`config.mk`:
```
export PLATFORM = sky130hd
export DESIGN_NAME = lrf_frame_sequencer
export DESIGN_NICKNAME = d
export VERILOG_FILES = /design/src/rtl/lrf_pkg.sv /design/src/rtl/lrf_sync_fifo.sv /design/src/rtl/lrf_frame_sequencer.sv
export SDC_FILE = /design/constraint.sdc
export NUM_CORES = 1
export LEC_CHECK = 0
export CORE_AREA = 2 2 289 291
export CTS_BUF_LIST = sky130_fd_sc_hd__clkbuf_8
export CTS_CLUSTER_SIZE = 8
export DETAILED_ROUTE_END_ITERATION = 8
export DIE_AREA = 0 0 291 293
export GPL_TIMING_DRIVEN = 0
export PLACE_DENSITY_LB_ADDON = 0.2
export SLEW_MARGIN = 10
export SYNTH_ARGS = -nofsm -noshare
export SYNTH_HDL_FRONTEND = slang
export SYNTH_SLANG_ARGS = --single-unit
```
`constraint.sdc`:
```
create_clock -name s_axis_aclk -period 23.6 [get_ports s_axis_aclk]
set_input_delay 4.72 -clock s_axis_aclk [delete_from_list [all_inputs] [get_ports s_axis_aclk]]
set_output_delay 4.72 -clock s_axis_aclk [all_outputs]
set_load 0.05 [all_outputs]
```
`src/rtl/lrf_pkg.sv`:
```
// Shared types and helpers for the LRF frame sequencer: FSM states, per-beat
// tag bundle carried alongside memory reads, and width/LFSR constants.
package lrf_pkg;

    typedef enum logic [1:0] {
        IDLE,
        ISSUE,
        FLUSH,
        DRAIN
    } seq_state_t;

    typedef struct packed {
        logic zero;
        logic tlast;
        logic tuser;
    } beat_tag_t;

    localparam logic [15:0] LFSR_SEED = 16'hACE1;

    // Counter width able to hold 0..n-1, never narrower than one bit.
    function automatic int unsigned width_of(input int unsigned n);
        return (n > 1) ? $clog2(n) : 1;
    endfunction

endpackage

```
`src/rtl/lrf_sync_fifo.sv`:
```
// Synchronous first-word-fall-through FIFO with occupancy count.
// DEPTH must be a power of two; push and pop on a full FIFO in one cycle is legal.
module lrf_sync_fifo #(
    parameter int unsigned WIDTH = 8,
    parameter int unsigned DEPTH = 8,
    localparam int unsigned AW = (DEPTH > 1) ? $clog2(DEPTH) : 1,
    localparam int unsigned CW = $clog2(DEPTH + 1)
) (
    input  logic             clk,
    input  logic             rst,
    input  logic             push,
    input  logic [WIDTH-1:0] din,
    input  logic             pop,
    output logic [WIDTH-1:0] dout,
    output logic             empty,
    output logic [CW-1:0]    count
);

    logic [WIDTH-1:0] mem [DEPTH];
    logic [AW-1:0]    wr_ptr;
    logic [AW-1:0]    rd_ptr;
    logic             full;
    logic             do_push;
    logic             do_pop;

    assign empty   = (count == '0);
    assign full    = (count == CW'(DEPTH));
    assign do_pop  = pop && !empty;
    assign do_push = push && (!full || do_pop);
    assign dout    = mem[rd_ptr];

    always_ff @(posedge clk) begin
        if (rst) begin
            wr_ptr <= '0;
            rd_ptr <= '0;
            count  <= '0;
        end else begin
            if (do_push) wr_ptr <= wr_ptr + 1'b1;
            if (do_pop)  rd_ptr <= rd_ptr + 1'b1;
            case ({do_push, do_pop})
                2'b10:   count <= count + 1'b1;
                2'b01:   count <= count - 1'b1;
                default: ;
            endcase
        end
    end

    always_ff @(posedge clk) begin
        if (do_push) mem[wr_ptr] <= din;
    end

endmodule

```
`src/rtl/lrf_frame_sequencer.sv`:
```
// AXI4-Stream NEW/OLD frame-pair source for the LRF fusion core.
// Optional macro LRF_SEQ_THROTTLE_EN gates tvalid rises with a 16-bit LFSR.
module lrf_frame_sequencer
    import lrf_pkg::*;
#(
    parameter int unsigned PIXELS_PER_BEAT = 16,
    parameter int unsigned PIXEL_WIDTH     = 8,
    parameter int unsigned IMAGE_DIM       = 512,
    parameter int unsigned MAX_IMAGES      = 64,
    parameter int unsigned N_FUSE_COUNT    = 4,
    parameter int unsigned PIPELINE_DELAY  = 10,
    parameter int unsigned MEM_LATENCY     = 2,
    parameter int unsigned FIFO_DEPTH      = 8,
    parameter int unsigned ADDR_W          = 32
) (
    input  logic                                    s_axis_aclk,
    input  logic                                    s_axis_areset,
    input  logic                                    start,
    input  logic [$clog2(MAX_IMAGES+1)-1:0]         cfg_n_images,
    input  logic [ADDR_W-1:0]                       cfg_base_addr,
    input  logic                                    cfg_old_zero,
    output logic                                    busy,
    output logic                                    done,
    output logic                                    mem_rd_en,
    output logic [ADDR_W-1:0]                       mem_rd_addr,
    input  logic [PIXELS_PER_BEAT*PIXEL_WIDTH-1:0]  mem_rd_data,
    output logic [PIXELS_PER_BEAT*PIXEL_WIDTH-1:0]  m_axis_tdata,
    output logic                                    m_axis_tvalid,
    input  logic                                    m_axis_tready,
    output logic                                    m_axis_tlast,
    output logic                                    m_axis_tuser
);

    localparam int unsigned WORD_W = PIXELS_PER_BEAT * PIXEL_WIDTH;
    localparam int unsigned WPI    = IMAGE_DIM * IMAGE_DIM / PIXELS_PER_BEAT;
    localparam int unsigned H      = 1 << N_FUSE_COUNT;
    localparam int unsigned NW     = $clog2(MAX_IMAGES + 1);
    localparam int unsigned BW     = width_of(WPI);
    localparam int unsigned PW     = width_of(2 * MAX_IMAGES);
    localparam int unsigned FW     = width_of(PIPELINE_DELAY + 1);
    localparam int unsigned CW     = $clog2(FIFO_DEPTH + 1);
    localparam int unsigned IW     = $clog2(MEM_LATENCY + 1);

    seq_state_t        state, state_n;
    logic [NW-1:0]     n_q;
    logic [ADDR_W-1:0] base_q;
    logic              old_zero_q;
    logic [PW-1:0]     frame;
    logic [BW-1:0]     beat;
    logic [FW-1:0]     flush_cnt;
    logic              done_q;
    logic              drain_done;

    logic [PW-1:0]     k;
    logic [PW-1:0]     img;
    logic              old_early;
    logic              beat_last;
    logic              seq_last;
    logic              has_credit;
    logic              issue;
    beat_tag_t         issue_tag;

    logic              pipe_v   [MEM_LATENCY];
    beat_tag_t         pipe_tag [MEM_LATENCY];
    logic [IW-1:0]     inflight;

    logic [WORD_W+1:0] fifo_din;
    logic [WORD_W+1:0] fifo_dout;
    logic              fifo_empty;
    logic [CW-1:0]     fifo_count;
    logic              pop;

    // Source image of the frame being issued; early OLD frames fall back to image 0.
    always_comb begin
        k         = frame >> 1;
        old_early = 32'(k) < H;
        if (!frame[0])      img = k;
        else if (!old_early) img = k - PW'(H);
        else                 img = '0;
    end

    assign beat_last  = (beat == BW'(WPI - 1));
    assign seq_last   = 32'(frame) == ((32'(n_q) << 1) - 32'd1);
    assign has_credit = (32'(inflight) + 32'(fifo_count)) < FIFO_DEPTH;
    assign issue      = ((state == ISSUE) || (state == FLUSH)) && has_credit;

    always_comb begin
        issue_tag.zero  = (state == FLUSH) || (frame[0] && old_early && old_zero_q);
        issue_tag.tlast = (state == ISSUE) && beat_last;
        issue_tag.tuser = (state == FLUSH) || frame[0];
    end

    assign mem_rd_en   = issue && !issue_tag.zero;
    assign mem_rd_addr = mem_rd_en ? (base_q + ADDR_W'(img) * ADDR_W'(WPI) + ADDR_W'(beat)) : '0;

    always_comb begin
        state_n    = state;
        drain_done = 1'b0;
        case (state)
            IDLE: begin
                if (start && (cfg_n_images != '0)) state_n = ISSUE;
            end
            ISSUE: begin
                if (issue && beat_last && seq_last)
                    state_n = (PIPELINE_DELAY == 0) ? DRAIN : FLUSH;
            end
            FLUSH: begin
                if (issue && (flush_cnt == FW'(PIPELINE_DELAY - 1))) state_n = DRAIN;
            end
            DRAIN: begin
                if ((inflight == '0) && fifo_empty) begin
                    drain_done = 1'b1;
                    state_n    = IDLE;
                end
            end
            default: state_n = IDLE;
        endcase
    end

    always_ff @(posedge s_axis_aclk) begin
        if (s_axis_areset) state <= IDLE;
        else               state <= state_n;
    end

    always_ff @(posedge s_axis_aclk) begin
        if (s_axis_areset) begin
            n_q        <= '0;
            base_q     <= '0;
            old_zero_q <= 1'b0;
            frame      <= '0;
            beat       <= '0;
            flush_cnt  <= '0;
            done_q     <= 1'b0;
        end else begin
            done_q <= (state == IDLE) && start && (cfg_n_images == '0);
            if ((state == IDLE) && start) begin
                n_q        <= cfg_n_images;
                base_q     <= cfg_base_addr;
                old_zero_q <= cfg_old_zero;
                frame      <= '0;
                beat       <= '0;
                flush_cnt  <= '0;
            end else if (issue && (state == ISSUE)) begin
                if (beat_last) begin
                    beat  <= '0;
                    frame <= frame + 1'b1;
                end else begin
                    beat <= beat + 1'b1;
                end
            end else if (issue && (state == FLUSH)) begin
                flush_cnt <= flush_cnt + 1'b1;
            end
        end
    end

    // Tags travel beside the read so zero beats keep their slot in issue order.
    always_ff @(posedge s_axis_aclk) begin
        if (s_axis_areset) begin
            for (int unsigned i = 0; i < MEM_LATENCY; i++) begin
                pipe_v[i]   <= 1'b0;
                pipe_tag[i] <= '0;
            end
            inflight <= '0;
        end else begin
            pipe_v[0]   <= issue;
            pipe_tag[0] <= issue_tag;
            for (int unsigned i = 1; i < MEM_LATENCY; i++) begin
                pipe_v[i]   <= pipe_v[i-1];
                pipe_tag[i] <= pipe_tag[i-1];
            end
            inflight <= inflight + IW'(issue) - IW'(pipe_v[MEM_LATENCY-1]);
        end
    end

    assign fifo_din = {pipe_tag[MEM_LATENCY-1].tlast,
                       pipe_tag[MEM_LATENCY-1].tuser,
                       pipe_tag[MEM_LATENCY-1].zero ? WORD_W'(0) : mem_rd_data};

    lrf_sync_fifo #(
        .WIDTH (WORD_W + 2),
        .DEPTH (FIFO_DEPTH)
    ) u_fifo (
        .clk   (s_axis_aclk),
        .rst   (s_axis_areset),
        .push  (pipe_v[MEM_LATENCY-1]),
        .din   (fifo_din),
        .pop   (pop),
        .dout  (fifo_dout),
        .empty (fifo_empty),
        .count (fifo_count)
    );

`ifdef LRF_SEQ_THROTTLE_EN
    logic [15:0] lfsr;
    logic        hold;

    // tvalid may only rise on lfsr[0]; once raised it is held until accepted.
    always_ff @(posedge s_axis_aclk) begin
        if (s_axis_areset) begin
            lfsr <= LFSR_SEED;
            hold <= 1'b0;
        end else begin
            lfsr <= {lfsr[0] ^ lfsr[2] ^ lfsr[3] ^ lfsr[5], lfsr[15:1]};
            hold <= m_axis_tvalid && !m_axis_tready;
        end
    end

    assign m_axis_tvalid = !fifo_empty && (hold || lfsr[0]);
`else
    assign m_axis_tvalid = !fifo_empty;
`endif

    assign pop = m_axis_tvalid && m_axis_tready;
    assign {m_axis_tlast, m_axis_tuser, m_axis_tdata} = m_axis_tvalid ? fifo_dout : '0;

    assign busy = (state != IDLE);
    assign done = done_q || drain_done;

endmodule

```
==> metrics.md <==
| Metric | Value |
|---|---|
| Setup ws final | `13,950 ps` |
| Final Skew | `36.43 ps` |
| All-Layer GR Usage | `25.57%` |
| Antenna Nets Post-Route | `0` |
| Final WL | `108.2 mm` |
| Post-place setup slack | `14,840 ps` |
| Post-CTS Setup Inserts | `0` |
| Reg area | `33,050 um2` |
| Slew margin rel. | `16.48%` |
| Area of the mapped netlist | `45,630 um2` |
| First-pass iteration count of the detailed router | `5` |
| Num CTS Buffers | `178` |
| Setup CP Type | `reg -> out` |
| H-Tree Depth | `4` |
| Root buffer cell | `clkbuf_8` |
| CP Launch Type | `flop` |
| Synthesized netlist cell count | `2,446` |
| Dominant cell by count in the synthesized netlist | `edfxtp_1` |
| Rows | `105` |
| Synth Flop Type | `edfxtp_1` |
| Total Nets Final | `3,253` |
| Global-route wire length before repair | `159.8 mm` |
| CP Max Fanout | `9` |
| CP top delay family | `simple AND/OR/NAND/NOR gates` |
| Number of fill cells | `5,411` |
| Least-Margin Pin Slew | `1253 ps` |
| Power per standard cell area | `100.0 nW/um2` |
| Final TNS setup | `0 ps` |
| Crit path time final | `9646 ps` |
| GP Congestion | `0.8323` |
| Via count | `24,972` |
| DR vias/cell | `5.892` |
| Layout area overhead | `20.20%` |
| Worst min path class | `reg -> reg` |
| Vias in the first global route | `26,115` |
| Share of cells above drive strength 1 | `19.06%` |
| Count of pins over their slew limit | `0` |
| Later-pin clock latency in the skew report | `830 ps` |
| Peak VDD IR | `0.07764 mV` |
| Worst EP required | `18,880 ps` |
| Synth top area share | `68.44%` |
| Status | `finished, final reports clean` |
| Post-Syn Nets | `2,658` |
| Metal3 WL | `7.420 mm` |
| Die area | `85,260 um2` |
| Clock tree buffer depth | `3` |
| Post-Syn Area per Cell | `18.65 um2` |
| RSZ-0062 raised after global routing | `false` |
| # port buffers | `337` |
| Top cells by area, synth | `edfxtp_1, mux4_2, dfxtp_1` |
| Initial drt markers | `2,261` |
| Grt total ovfl | `0` |
| FF+latch count, synth | `1,131` |
| CP max stage delay | `860 ps` |
| Critical Path End Type | `primary output` |
| Clock transition at path regs | `60 ps` |
| Post-synth ARST share | `0%` |
| Max cap viols | `0` |
| Die X | `291 um` |
| CTS tree | `built` |
| Post-cts resize count | `0` |
| Largest net degree at the start of global routing | `23` |
| Area of the multi-input gates | `12,020 um2` |
| Period utilization | `40.87%` |
| Hold WS | `452.8 ps` |
| Die height | `293 um` |
| Number of hold buffers added after CTS | `0` |
| Hpwl dp | `71.70 mm` |
| Met2 Wirelength | `55.56 mm` |
| Clock Sinks | `1,131` |
| F_max | `0.1037 GHz` |
| Syn. warnings | `0` |
| Initial antenna violation count | `9` |
| Top cells by instance count after synthesis | `edfxtp_1, mux4_2, nor2_1` |
| CP arrival | `4930 ps` |
| Initial core utilization | `55.75%` |
| Slowest-stage cell, CP | `clkdlybuf4s50_1` |
| Setup Viol. Count Final | `0` |
| Worst Path Buf+Inv | `1` |
| Leak pwr | `17.66 nW` |
| DR DRC count | `0` |
| Highest routed layer | `met5` |
| Metal-1 WL | `42.30 mm` |
| Post-synthesis sequential area ratio | `72.44%` |
| Crit-path cells | `nor3b_1 > and2b_1 > ha_1 > and2_1 > a211oi_1 > o32ai_2 > nand4_1 > a2111o_1 > o21ai_0 > clkdlybuf4s50_1` |
| Synth cell types | `62` |
| Post-synth EDFFs | `1,040` |
| Largest area contributor in the netlist | `edfxtp_1` |
| Core area | `81,850 um2` |
| Final hold vios | `0` |
| Top-Level Pins | `338` |
| DR WL/cell | `25.53 um` |
==> registers in the layout, summed over array words and instances, names as in the netlist, 4 cells and up, named ones only <==
register and count:
frame 7, flush_cnt 4, base_q 32, beat 14
n_q 7, u_fifo.count 4, pipe_tag 6, u_fifo.mem 1040
==> per-stage QoR <==
| stage | power, mW | cell area (um2) | util, % | std cells |
|---|---|---|---|---|
| 6_report | 5.486 | 54840 | 67.01 | 4238 |
| 5_1_grt | 5.700 | 54840 | 67.01 | 4238 |
| 4_1_cts | 5.531 | 54830 | 66.99 | 4233 |
| 3_5_place_dp | 4.060 | 51680 | 63.15 | 3931 |
| 3_3_place_gp | 4.033 | 50340 | 61.51 | 3853 |
| 2_1_floorplan | 3.479 | 45630 | - | 2446 |
==> placed cells by master, fill, tap and decap left out, types with 29 or more instances in the layout <==
cell | Yosys | routed
mux4_2 | 260 | 260
a22o_1 | 37 | 37
clkbuf_1 | 72 | 69
buf_2 | 31 | 31
nor2b_1 | 139 | 139
ha_1 | 38 | 38
nor2_1 | 198 | 192
dfxtp_1 | 91 | 91
o21ai_0 | 29 | 29
clkbuf_8 | 0 | 186
mux2i_1 | 140 | 140
edfxtp_1 | 1040 | 1040
clkdlybuf4s50_1 | 0 | 337
nand2_1 | 54 | 54
inv_1 | 27 | 97
a21oi_1 | 43 | 43
==> power by group <==
group | switching, mW | leakage, nW | internal (mW)
Combinational | 1.08 | 5.69 | 0.617
Clock | 0.730 | 1.86 | 0.749
Sequential | 0.0299 | 10.1 | 2.28
==> worst register-to-register path, cell delays in order, from the launching register on <==
cell and delay (ps):
dfxtp_1 500, nor3_1 150, a31oi_1 440, nand2_1 330, nor3_2 720, buf_4 360
buf_6 200, buf_4 210, buf_4 220
==> path summary, 6_finish.rpt <==
| check | endpoint | slack (ps) | from | cells past startpoint |
|---|---|---|---|---|
| min reg2reg | pipe_v[0][1] | 450 | pipe_v[0][0] | 1 |
| max reg2reg | u_fifo.mem[1][123] | 20170 | u_fifo.count[1] | 8 |
| max | mem_rd_addr[27] | 13950 | frame[0] | 10 |
| min | pipe_v[0][1] | 450 | pipe_v[0][0] | 1 |
==> area by class of cell <==
class / instances / area share [%]
Tap cell: 1070 / 2.441
Antenna cell: 5 / 0.02281
Clock buffer: 186 / 4.668
Inverter: 27 / 0.1848
Buffer: 126 / 0.9468
Multi-Input combinational cell: 1162 / 21.92
Clock inverter: 116 / 1.070
Sequential cell: 1131 / 60.27
Timing Repair Buffer: 415 / 8.478
==> kinds of logic (layout without fill, tap and decap cells) <==
logic type                 after synthesis  count (layout)  synth area share (%)
adders and majority gates               40              40                 1.130
AOI/OAI and AO/OA                      176             176                 2.808
xor gates and xnor gates                42              42                0.8062
buffers and inverters                  153             870                 1.352
muxes                                  400             400                 15.90
other                                    0               5                     0
DFF                                   1131            1131                 72.44
and+or+nand+nor                        504             504                 5.564
==> metal layers <==
layer  vias to the layer above  track usage [%]
li1                      10984                -
met1                     12904            33.08
met2                       919            43.28
met3                       161            5.401
met4                         4            9.150
met5                         -                0
No activity file was read; power rests on OpenSTA's default activity.
